--- config.mk ---
export PLATFORM = sky130hd
export DESIGN_NAME = memory_arbiter_flat
export DESIGN_NICKNAME = d
export VERILOG_FILES = /design/src/rtl/memory_arbiter_if.sv /design/src/rtl/memory_arbiter.sv /design/src/flat_wrapper.sv
export SDC_FILE = /design/constraint.sdc
export NUM_CORES = 1
export LEC_CHECK = 0
export ABC_AREA = 1
export CAP_MARGIN = 5
export CORE_AREA = 2 2 131 133
export DETAILED_ROUTE_END_ITERATION = 8
export DIE_AREA = 0 0 133 135
export PLACE_DENSITY = 0.54
export RECOVER_POWER = 100
export SYNTH_ARGS = -nofsm -noshare
export SYNTH_HDL_FRONTEND = slang
export SYNTH_SLANG_ARGS = --single-unit
--- constraint.sdc ---
create_clock -name CLK -period 2.3 [get_ports CLK]
set_clock_uncertainty 0.2 [all_clocks]
set_input_delay 0.345 -clock CLK [delete_from_list [all_inputs] [get_ports CLK]]
set_output_delay 0.345 -clock CLK [all_outputs]
set_load 0.03 [all_outputs]
--- src/rtl/memory_arbiter_if.sv ---
// Bus bundle for memory_arbiter: data-side requester, two ifetch requesters
// and the single shared memory port.
interface memory_arbiter_if;
    localparam int unsigned WORD_W = 32;
    localparam int unsigned CORES  = 2;

    logic                          dREN;
    logic                          dWEN;
    logic [WORD_W-1:0]             daddr;
    logic [WORD_W-1:0]             dstore;
    logic                          dwait;
    logic [WORD_W-1:0]             dload;

    logic [CORES-1:0]              iREN;
    logic [CORES-1:0][WORD_W-1:0]  iaddr;
    logic [CORES-1:0]              iwait;
    logic [CORES-1:0][WORD_W-1:0]  iload;

    logic                          ramREN;
    logic                          ramWEN;
    logic [WORD_W-1:0]             ramaddr;
    logic [WORD_W-1:0]             ramstore;
    logic                          ramwait;
    logic [WORD_W-1:0]             ramload;

    // Arbiter side.
    modport slave (
        input  dREN, dWEN, daddr, dstore, iREN, iaddr, ramwait, ramload,
        output dwait, dload, iwait, iload, ramREN, ramWEN, ramaddr, ramstore
    );

    // Requester / memory side.
    modport master (
        output dREN, dWEN, daddr, dstore, iREN, iaddr, ramwait, ramload,
        input  dwait, dload, iwait, iload, ramREN, ramWEN, ramaddr, ramstore
    );
endinterface

--- src/rtl/memory_arbiter.sv ---
// Shares one memory port between the data side and two ifetch requesters.
// Optional starvation guard for ifetch enabled by macro ARB_STARVE_GUARD_EN.
module memory_arbiter #(
    parameter int unsigned STARVE_LIMIT = 8
) (
    input  logic             CLK,
    input  logic             RST,
    memory_arbiter_if.slave  bus
);
    typedef enum logic [1:0] {IDLE, DGNT, I0GNT, I1GNT} state_t;

    state_t state;
    logic   last;
    logic   d_req;
    logic   i_pick;
    logic   active;
    logic   done;
    logic   starve_hit;

    if (STARVE_LIMIT > 15) begin : g_limit_check
        $error("STARVE_LIMIT must fit the 4-bit starvation counter");
    end

    assign d_req  = bus.dREN | bus.dWEN;
    // Both cores asking: the one not served last wins.
    assign i_pick = (bus.iREN == 2'b11) ? ~last : bus.iREN[1];

    // Granted requester still holding its request.
    always_comb begin
        active = 1'b0;
        case (state)
            DGNT:    active = d_req;
            I0GNT:   active = bus.iREN[0];
            I1GNT:   active = bus.iREN[1];
            default: active = 1'b0;
        endcase
    end

    assign done = active & ~bus.ramwait;

`ifdef ARB_STARVE_GUARD_EN
    logic [3:0] starve_cnt;

    // Data completions while ifetch waits; cleared when ifetch is served.
    always_ff @(posedge CLK or posedge RST) begin
        if (RST) begin
            starve_cnt <= '0;
        end else if (done) begin
            if (state == DGNT) begin
                if ((|bus.iREN) && (starve_cnt != 4'hF)) begin
                    starve_cnt <= starve_cnt + 4'd1;
                end
            end else begin
                starve_cnt <= '0;
            end
        end
    end

    assign starve_hit = (starve_cnt >= 4'(STARVE_LIMIT)) && (|bus.iREN);
`else
    assign starve_hit = 1'b0;
`endif

    // Grant state machine; a grant ends on completion or withdrawal.
    always_ff @(posedge CLK or posedge RST) begin
        if (RST) begin
            state <= IDLE;
            last  <= 1'b1;
        end else begin
            case (state)
                IDLE: begin
                    if (d_req && !starve_hit) begin
                        state <= DGNT;
                    end else if (|bus.iREN) begin
                        state <= i_pick ? I1GNT : I0GNT;
                    end
                end
                default: begin
                    if (!active || !bus.ramwait) begin
                        state <= IDLE;
                        if (active && (state != DGNT)) begin
                            last <= (state == I1GNT);
                        end
                    end
                end
            endcase
        end
    end

    // Memory port and wait/load decode, gated by the live request.
    always_comb begin
        bus.ramREN   = 1'b0;
        bus.ramWEN   = 1'b0;
        bus.ramaddr  = '0;
        bus.ramstore = '0;
        bus.dwait    = 1'b1;
        bus.dload    = '0;
        bus.iwait    = 2'b11;
        bus.iload    = '0;
        case (state)
            DGNT: begin
                if (d_req) begin
                    bus.ramWEN  = bus.dWEN;
                    bus.ramREN  = ~bus.dWEN;
                    bus.ramaddr = bus.daddr;
                    if (bus.dWEN) begin
                        bus.ramstore = bus.dstore;
                    end
                    if (!bus.ramwait) begin
                        bus.dwait = 1'b0;
                        bus.dload = bus.ramload;
                    end
                end
            end
            I0GNT: begin
                if (bus.iREN[0]) begin
                    bus.ramREN  = 1'b1;
                    bus.ramaddr = bus.iaddr[0];
                    if (!bus.ramwait) begin
                        bus.iwait[0] = 1'b0;
                        bus.iload[0] = bus.ramload;
                    end
                end
            end
            I1GNT: begin
                if (bus.iREN[1]) begin
                    bus.ramREN  = 1'b1;
                    bus.ramaddr = bus.iaddr[1];
                    if (!bus.ramwait) begin
                        bus.iwait[1] = 1'b0;
                        bus.iload[1] = bus.ramload;
                    end
                end
            end
            default: ;
        endcase
    end
endmodule

--- src/flat_wrapper.sv ---
// flat-port wrapper written by rule: the top's interface ports become plain ports
module memory_arbiter_flat 
#(
    parameter int unsigned STARVE_LIMIT = 8
)
  (CLK, RST, bus_dREN, bus_dWEN, bus_daddr, bus_dstore, bus_iREN, bus_iaddr, bus_ramwait, bus_ramload, bus_dwait, bus_dload, bus_iwait, bus_iload, bus_ramREN, bus_ramWEN, bus_ramaddr, bus_ramstore);
  memory_arbiter_if bus_i ();
  input  logic CLK;
  input  logic RST;
  input wire logic [$bits(bus_i.dREN)-1:0] bus_dREN;
  input wire logic [$bits(bus_i.dWEN)-1:0] bus_dWEN;
  input wire logic [$bits(bus_i.daddr)-1:0] bus_daddr;
  input wire logic [$bits(bus_i.dstore)-1:0] bus_dstore;
  input wire logic [$bits(bus_i.iREN)-1:0] bus_iREN;
  input wire logic [$bits(bus_i.iaddr)-1:0] bus_iaddr;
  input wire logic [$bits(bus_i.ramwait)-1:0] bus_ramwait;
  input wire logic [$bits(bus_i.ramload)-1:0] bus_ramload;
  output wire logic [$bits(bus_i.dwait)-1:0] bus_dwait;
  output wire logic [$bits(bus_i.dload)-1:0] bus_dload;
  output wire logic [$bits(bus_i.iwait)-1:0] bus_iwait;
  output wire logic [$bits(bus_i.iload)-1:0] bus_iload;
  output wire logic [$bits(bus_i.ramREN)-1:0] bus_ramREN;
  output wire logic [$bits(bus_i.ramWEN)-1:0] bus_ramWEN;
  output wire logic [$bits(bus_i.ramaddr)-1:0] bus_ramaddr;
  output wire logic [$bits(bus_i.ramstore)-1:0] bus_ramstore;
  assign bus_i.dREN = bus_dREN;
  assign bus_i.dWEN = bus_dWEN;
  assign bus_i.daddr = bus_daddr;
  assign bus_i.dstore = bus_dstore;
  assign bus_i.iREN = bus_iREN;
  assign bus_i.iaddr = bus_iaddr;
  assign bus_i.ramwait = bus_ramwait;
  assign bus_i.ramload = bus_ramload;
  assign bus_dwait = bus_i.dwait;
  assign bus_dload = bus_i.dload;
  assign bus_iwait = bus_i.iwait;
  assign bus_iload = bus_i.iload;
  assign bus_ramREN = bus_i.ramREN;
  assign bus_ramWEN = bus_i.ramWEN;
  assign bus_ramaddr = bus_i.ramaddr;
  assign bus_ramstore = bus_i.ramstore;
  memory_arbiter #(.STARVE_LIMIT(STARVE_LIMIT)) u_core (.CLK(CLK), .RST(RST), .bus(bus_i));
endmodule
==> results of run 1 <==
[sequential cells by signal (all words and copies together), names as in the netlist]
name	count
u_core.state	2
u_core.last	1
[area by class of cell]
class / count / area [sq um] / share of cell area [%]
inverter: 43 / 161 / 3.56
tap: 220 / 275 / 6.07
timing repair buffer: 346 / 2730 / 60.1
clock buffer: 4 / 78.8 / 1.74
multi-input combinational: 284 / 1220 / 26.9
sequential: 3 / 76.3 / 1.68
[per-stage QoR]
| step | hold WS [ps] | total power, mW | setup WS, ps | cells | utilization [%] |
|---|---|---|---|---|---|
| floorplan | -102 | 1.52 | 4.03 | 355 | - |
| global placement | 268 | 2.65 | 13.3 | 896 | 29.6 |
| detailed placement | 261 | 2.63 | 30.9 | 896 | 29.6 |
| CTS | 94.2 | 2.91 | 28.6 | 900 | 30.0 |
| global route | 250 | 2.83 | 15.3 | 900 | 27.7 |
| finish | 227 | 2.64 | 80.7 | 900 | 27.7 |
[repair_timing]
item / CTS / global route
buffers inserted: 0 / 0
endpoints found under the setup margin: 0 / 33
gates resized for setup: 0 / 4
[cell families (layout without fill, tap and decap cells)]
logic type             after synthesis  in the layout
buffers and inverters               68            393
AO/OA/AOI/OAI                       36             36
AND/OR/NAND/NOR                    248            248
flip-flops                           3              3
[metal layers]
layer	up-vias	wire (um)	track usage, %
met2	194	5830	22.1
met5	-	0	0
met1	1388	4170	11.7
met3	7	1100	3.15
met4	0	84	1.67
li1	1721	-	-
[worst max-delay path: cells and delay by family]
family,cells,cell delay [ps]
simple gates,2,220
compound gates,1,90
buf+inv,4,1000
[power groups by stage]
stage	registers [mW]	logic (mW)	clock network, mW
global route	0.109	2.43	0.290
finish	0.105	2.26	0.276
floorplan	0.0967	1.43	0
detailed placement	0.105	2.52	0
global placement	0.105	2.54	0
CTS	0.104	2.53	0.280
[cells in the mapped netlist]
cell type	instances	share of area, %
a21oi_1	1	0.31
nand3_1	4	1.3
buf_6	3	2.1
nand2_1	108	26
nor2_1	133	31
o21ai_0	1	0.31
a22oi_1	32	15
inv_1	38	9.0
buf_2	19	6.0
dfrtp_1	2	3.2
o311ai_0	1	0.55
nand2_2	3	1.2
clkbuf_1	3	0.71
inv_2	5	1.2
o21bai_1	1	0.47
dfstp_2	1	1.7
[worst paths after layout]
| path | to | from | cells after the start | slack, ps |
|---|---|---|---|---|
| worst max-delay path | bus_ramaddr[5] | bus_iREN[0] | 7 | 80 |
| min in group CLK | u_core.last$_DFFE_PP1P_ | u_core.last$_DFFE_PP1P_ | 2 | 260 |
| max in group asynchronous | u_core.last$_DFFE_PP1P_ | RST | 2 | 1460 |
| worst max register to register | u_core.last$_DFFE_PP1P_ | u_core.state[0]$_DFFE_PP0P_ | 7 | 970 |
| worst min-delay path | u_core.state[0]$_DFFE_PP0P_ | RST | 2 | 230 |
| worst min register to register | u_core.last$_DFFE_PP1P_ | u_core.last$_DFFE_PP1P_ | 2 | 260 |
==> flow_summary_export.csv, run 1 <==
group,metric,value,unit
power_and_ir_drop,power_frac_seq,4.0,%
place,dp_hpwl,9.51,mm
place,io_buffers,331,
critical_path,worst_setup_path_start_kind,"input port",
die,die_y,135,um
global_routing,grt_start_max_net_pins,35,
timing,tightest_slew,381,ps
clock_tree,cts_tree,"yes",
clock_tree,cts-root-buf,"clkbuf_16",
global_routing,grt_pass1_wl,16.0,mm
route,wirelength,11.2,mm
global_routing,global_route.usage.total,11.1,%
power_and_ir_drop,powerDensity,583,nW/um^2
logic_synthesis,synthCells,355,
die,start_util,9.68,%
logic_synthesis,synthAdderAreaFrac,0,%
finish,nFillCells,1915,
route,via_count,3310,
die,fp.dieArea,18000,sq um
die,coreArea,16400,sq um
critical_path,path_cells,"clkdlybuf4s50_1, nand3_2, inv_2, buf_12, a22oi_1, nand2_1, buf_2",
finish,fin_nets,848,
timing,post-route-period-util,96.5,%
logic_synthesis,synthesis.area,1590,sq um
finish,layout_common_cells,"clkdlybuf4s50_1 (164), nor2_1 (131), nand2_1 (108)",
timing,setup_violations,0,
route,drc,0,
critical_path,critical_path.slowest_cell,"clkdlybuf4s50_1",
critical_path,worstSetupPathType,"in2out",
clock_tree,hold_buffers,0,
place,place_congestion,0.781,
status,outcome,"completed",
power_and_ir_drop,p_comb_share,85.6,%
power_and_ir_drop,p_sw_share,59.3,%
critical_path,max_stage_delay,510,ps
finish,antenna_cells,0,
global_routing,antenna_found_initial,0,
critical_path,cp_data_required_time,1750,ps
global_routing,grt_pass1_vias,3132,
clock_tree,clk_pin_slew,30,ps
place,placed_area,4850,sq um
finish,drive_above_1_share,24.6,%
timing,hold_viol,0,
logic_synthesis,synth_nets,522,
logic_synthesis,synthMuxAreaShare,0,%
timing,rsz0062_at_grt,"false",
logic_synthesis,yosys_warnings,0,
power_and_ir_drop,peakVddDrop,0.362,mV
logic_synthesis,synth_compound_area_share,16.8,%
critical_path,worst-path-max-fanout,28,
logic_synthesis,yosys.cell_types.count,16,
clock_tree,numClockSinks,3,
flow_run,max_cap_violations,0,
timing,fin_tns_setup,0,ps
route,drtAntennaViolNets,0,
die,io_pins,332,
power_and_ir_drop,power.leakage,2.44,nW
logic_synthesis,syn_area_per_cell,4.47,sq um
logic_synthesis,synth_seq_cells,3,
route,viasPerCell,3.68,
power_and_ir_drop,power.switching,1.57,mW
timing,fmax,451,MHz
timing,drv_slew,0,
logic_synthesis,synth_seq_area_share,4.81,%
clock_tree,h-tree-depth,1,
hold_path,min_path_type,"in2async",
route,firstDrtPassIters,4,
logic_synthesis,yosys.area_share.simple,59.4,%
global_routing,grt_remaining_overflow,0,
timing,min_period,2220,ps
die,fp-row-count,47,
logic_synthesis,synth-xor-area-share,0,%
route,routedWlPerCell,12.4,um
timing,slew_headroom,74.7,%
logic_synthesis,synth_top_family_by_area,"simple AND/OR/NAND/NOR gates",
clock_tree,cts-buffers-inserted,3,
clock_tree,clk_latency,220,ps
clock_tree,clk_path_buf_depth,2,
route,drtIter0Drc,114,
finish,area_growth,186,%
critical_path,crit_path_end_kind,"output pin",
finish,final_common_cell,"clkdlybuf4s50_1",
die,die_x,133,um
finish,stdcell_area,4540,sq um
power_and_ir_drop,clockPowerShare,10.5,%
critical_path,arrival,1670,ps
power_and_ir_drop,internal-power,1.07,mW
Note: power is estimated with default switching activity, not from simulation.
==> run 2: changes to the inputs <==
- CORE_AREA: 2 2 131 133 -> 2 2 128 130
- DIE_AREA: 0 0 133 135 -> 0 0 130 132
- DONT_BUFFER_PORTS: not set -> 1
- PLACE_DENSITY: 0.54 -> 0.3
==> run 2 against run 1 <==
Power down 18%; critical endpoint is now bus_ramaddr[27]; wire length decreased by 18%; highest routed layer unchanged; worst hold slack worse by 85 ps.
==> flow_summary_export.csv, run 2 (synthesized netlist as in run 1, its figures left out) <==
group,metric,value,unit
power_and_ir_drop,powerDensity,828,nW/um^2
global_routing,grt_start_max_net_pins,35,
clock_tree,cts-root-buf,"clkbuf_16",
finish,area_growth,64.5,%
die,fp.dieArea,17200,sq um
finish,antenna_cells,0,
die,fp-row-count,46,
clock_tree,cts_tree,"yes",
timing,post-route-period-util,99.0,%
finish,layout_common_cells,"nor2_1 (133), nand2_1 (108), clkbuf_2 (59)",
route,routedWlPerCell,13.3,um
status,outcome,"completed",
clock_tree,clk_latency,220,ps
timing,rsz0062_at_grt,"false",
place,io_buffers,0,
global_routing,grt_remaining_overflow,0,
critical_path,worst-path-max-fanout,33,
global_routing,antenna_found_initial,0,
clock_tree,h-tree-depth,1,
timing,tightest_slew,552,ps
critical_path,worstSetupPathType,"reg2out",
finish,final_common_cell,"nor2_1",
route,viasPerCell,3.94,
critical_path,cp_data_required_time,1750,ps
route,drc,0,
die,io_pins,332,
clock_tree,clk_pin_slew,30,ps
die,coreArea,15700,sq um
die,die_y,132,um
timing,drv_slew,0,
critical_path,crit_path_end_kind,"output pin",
finish,drive_above_1_share,28.6,%
critical_path,arrival,1730,ps
power_and_ir_drop,peakVddDrop,0.487,mV
flow_run,max_cap_violations,0,
die,die_x,130,um
global_routing,global_route.usage.total,9.02,%
global_routing,grt_pass1_vias,2426,
clock_tree,cts-buffers-inserted,3,
timing,fin_tns_setup,0,ps
route,via_count,2720,
clock_tree,numClockSinks,3,
route,firstDrtPassIters,4,
timing,min_period,2280,ps
critical_path,worst_setup_path_start_kind,"flip-flop",
finish,fin_nets,643,
global_routing,grt_pass1_wl,12.5,mm
clock_tree,clk_path_buf_depth,2,
hold_path,min_path_type,"in2reg",
clock_tree,cts_setup_buffers,0,
finish,top_register,"u_core.state",
timing,setup_violations,0,
finish,reg_top3,"u_core.state x2, u_core.last x1",
die,start_util,10.1,%
place,place_ws,298,ps
route,wirelength,9.18,mm
clock_tree,cts_resized,0,
finish,largest_register_ffs,2,
place,place_congestion,0.738,
route,drtAntennaViolNets,0,
power_and_ir_drop,power.leakage,1.62,nW
timing,fmax,439,MHz
place,dp_hpwl,7.81,mm
timing,slew_headroom,63.2,%
timing,hold_viol,0,
route,drtIter0Drc,103,
timing,worst_slack,22.6,ps
run 2: layer usage:
metal	global-route usage [%]	wire length [um]	share of wire, %	vias to the layer above
li1	-	-	-	1312
met1	9.30	3350	37	1174
met2	18.5	4760	52	226
met3	0.812	921	10	8
met4	2.81	141	1.5	0
met5	0	0	0	-
run 2: report_power, final:
| group | total, mW | internal (mW) | switching (mW) |
|---|---|---|---|
| Clock | 0.276 | 0.229 | 0.0469 |
| Sequential | 0.102 | 0.0806 | 0.0218 |
| Combinational | 1.79 | 0.377 | 1.41 |
| Total | 2.16 | 0.686 | 1.48 |
run 2: final timing paths:
check	cells past startpoint	from	end	slack, ps
min in group asynchronous	2	RST	u_core.state[1]$_DFFE_PP0P_	260
min reg2reg	2	u_core.last$_DFFE_PP1P_	u_core.last$_DFFE_PP1P_	270
max reg2reg	6	u_core.state[1]$_DFFE_PP0P_	u_core.last$_DFFE_PP1P_	840
min	3	bus_ramwait	u_core.state[1]$_DFFE_PP0P_	140
max	5	u_core.state[1]$_DFFE_PP0P_	bus_ramaddr[27]	20
max in group asynchronous	2	RST	u_core.last$_DFFE_PP1P_	1430
run 2: area by class of cell:
class,count,area (sq um)
timing repair buffer,141,816
tap,216,270
sequential,3,76.3
multi-input combinational,284,1210
inverter,43,161
clock buffer,4,78.8
fill,1902,13100
run 2: what timing repair did:
item | CTS | global route
hold buffers | 1 | 0
hold endpoints to repair | 3 | 0
setup endpoints to repair | 0 | 0
run 2: worst max-delay path, stage by stage (launching register included):
cell     delay [ps]
dfrtp_1         410
nand3_1         210
inv_2            90
buf_12          160
a22oi_1         320
nand2_1         280
run 2: per-stage QoR:
| step | cell area [sq um] | power [mW] | cells | hold slack [ps] | utilization [%] |
|---|---|---|---|---|---|
| floorplan | 1590 | 1.52 | 355 | -102 | - |
| global placement | 2820 | 1.99 | 686 | -87.8 | 17.9 |
| detailed placement | 2820 | 2.02 | 686 | -85.2 | 17.9 |
| CTS | 2910 | 2.30 | 691 | 145 | 18.5 |
| global route | 2610 | 2.30 | 691 | 174 | 16.6 |
| finish | 2610 | 2.16 | 691 | 141 | 16.6 |
==> run 3: changes to the inputs <==
- CORE_AREA: 2 2 128 130 -> 2 2 131 133
- DIE_AREA: 0 0 130 132 -> 0 0 133 135
- DONT_BUFFER_PORTS: 1 -> not set
- PLACE_DENSITY: 0.3 -> 0.54
==> results of run 3 <==
No change in the layout: final DEF, timing and power equal those of run 1.
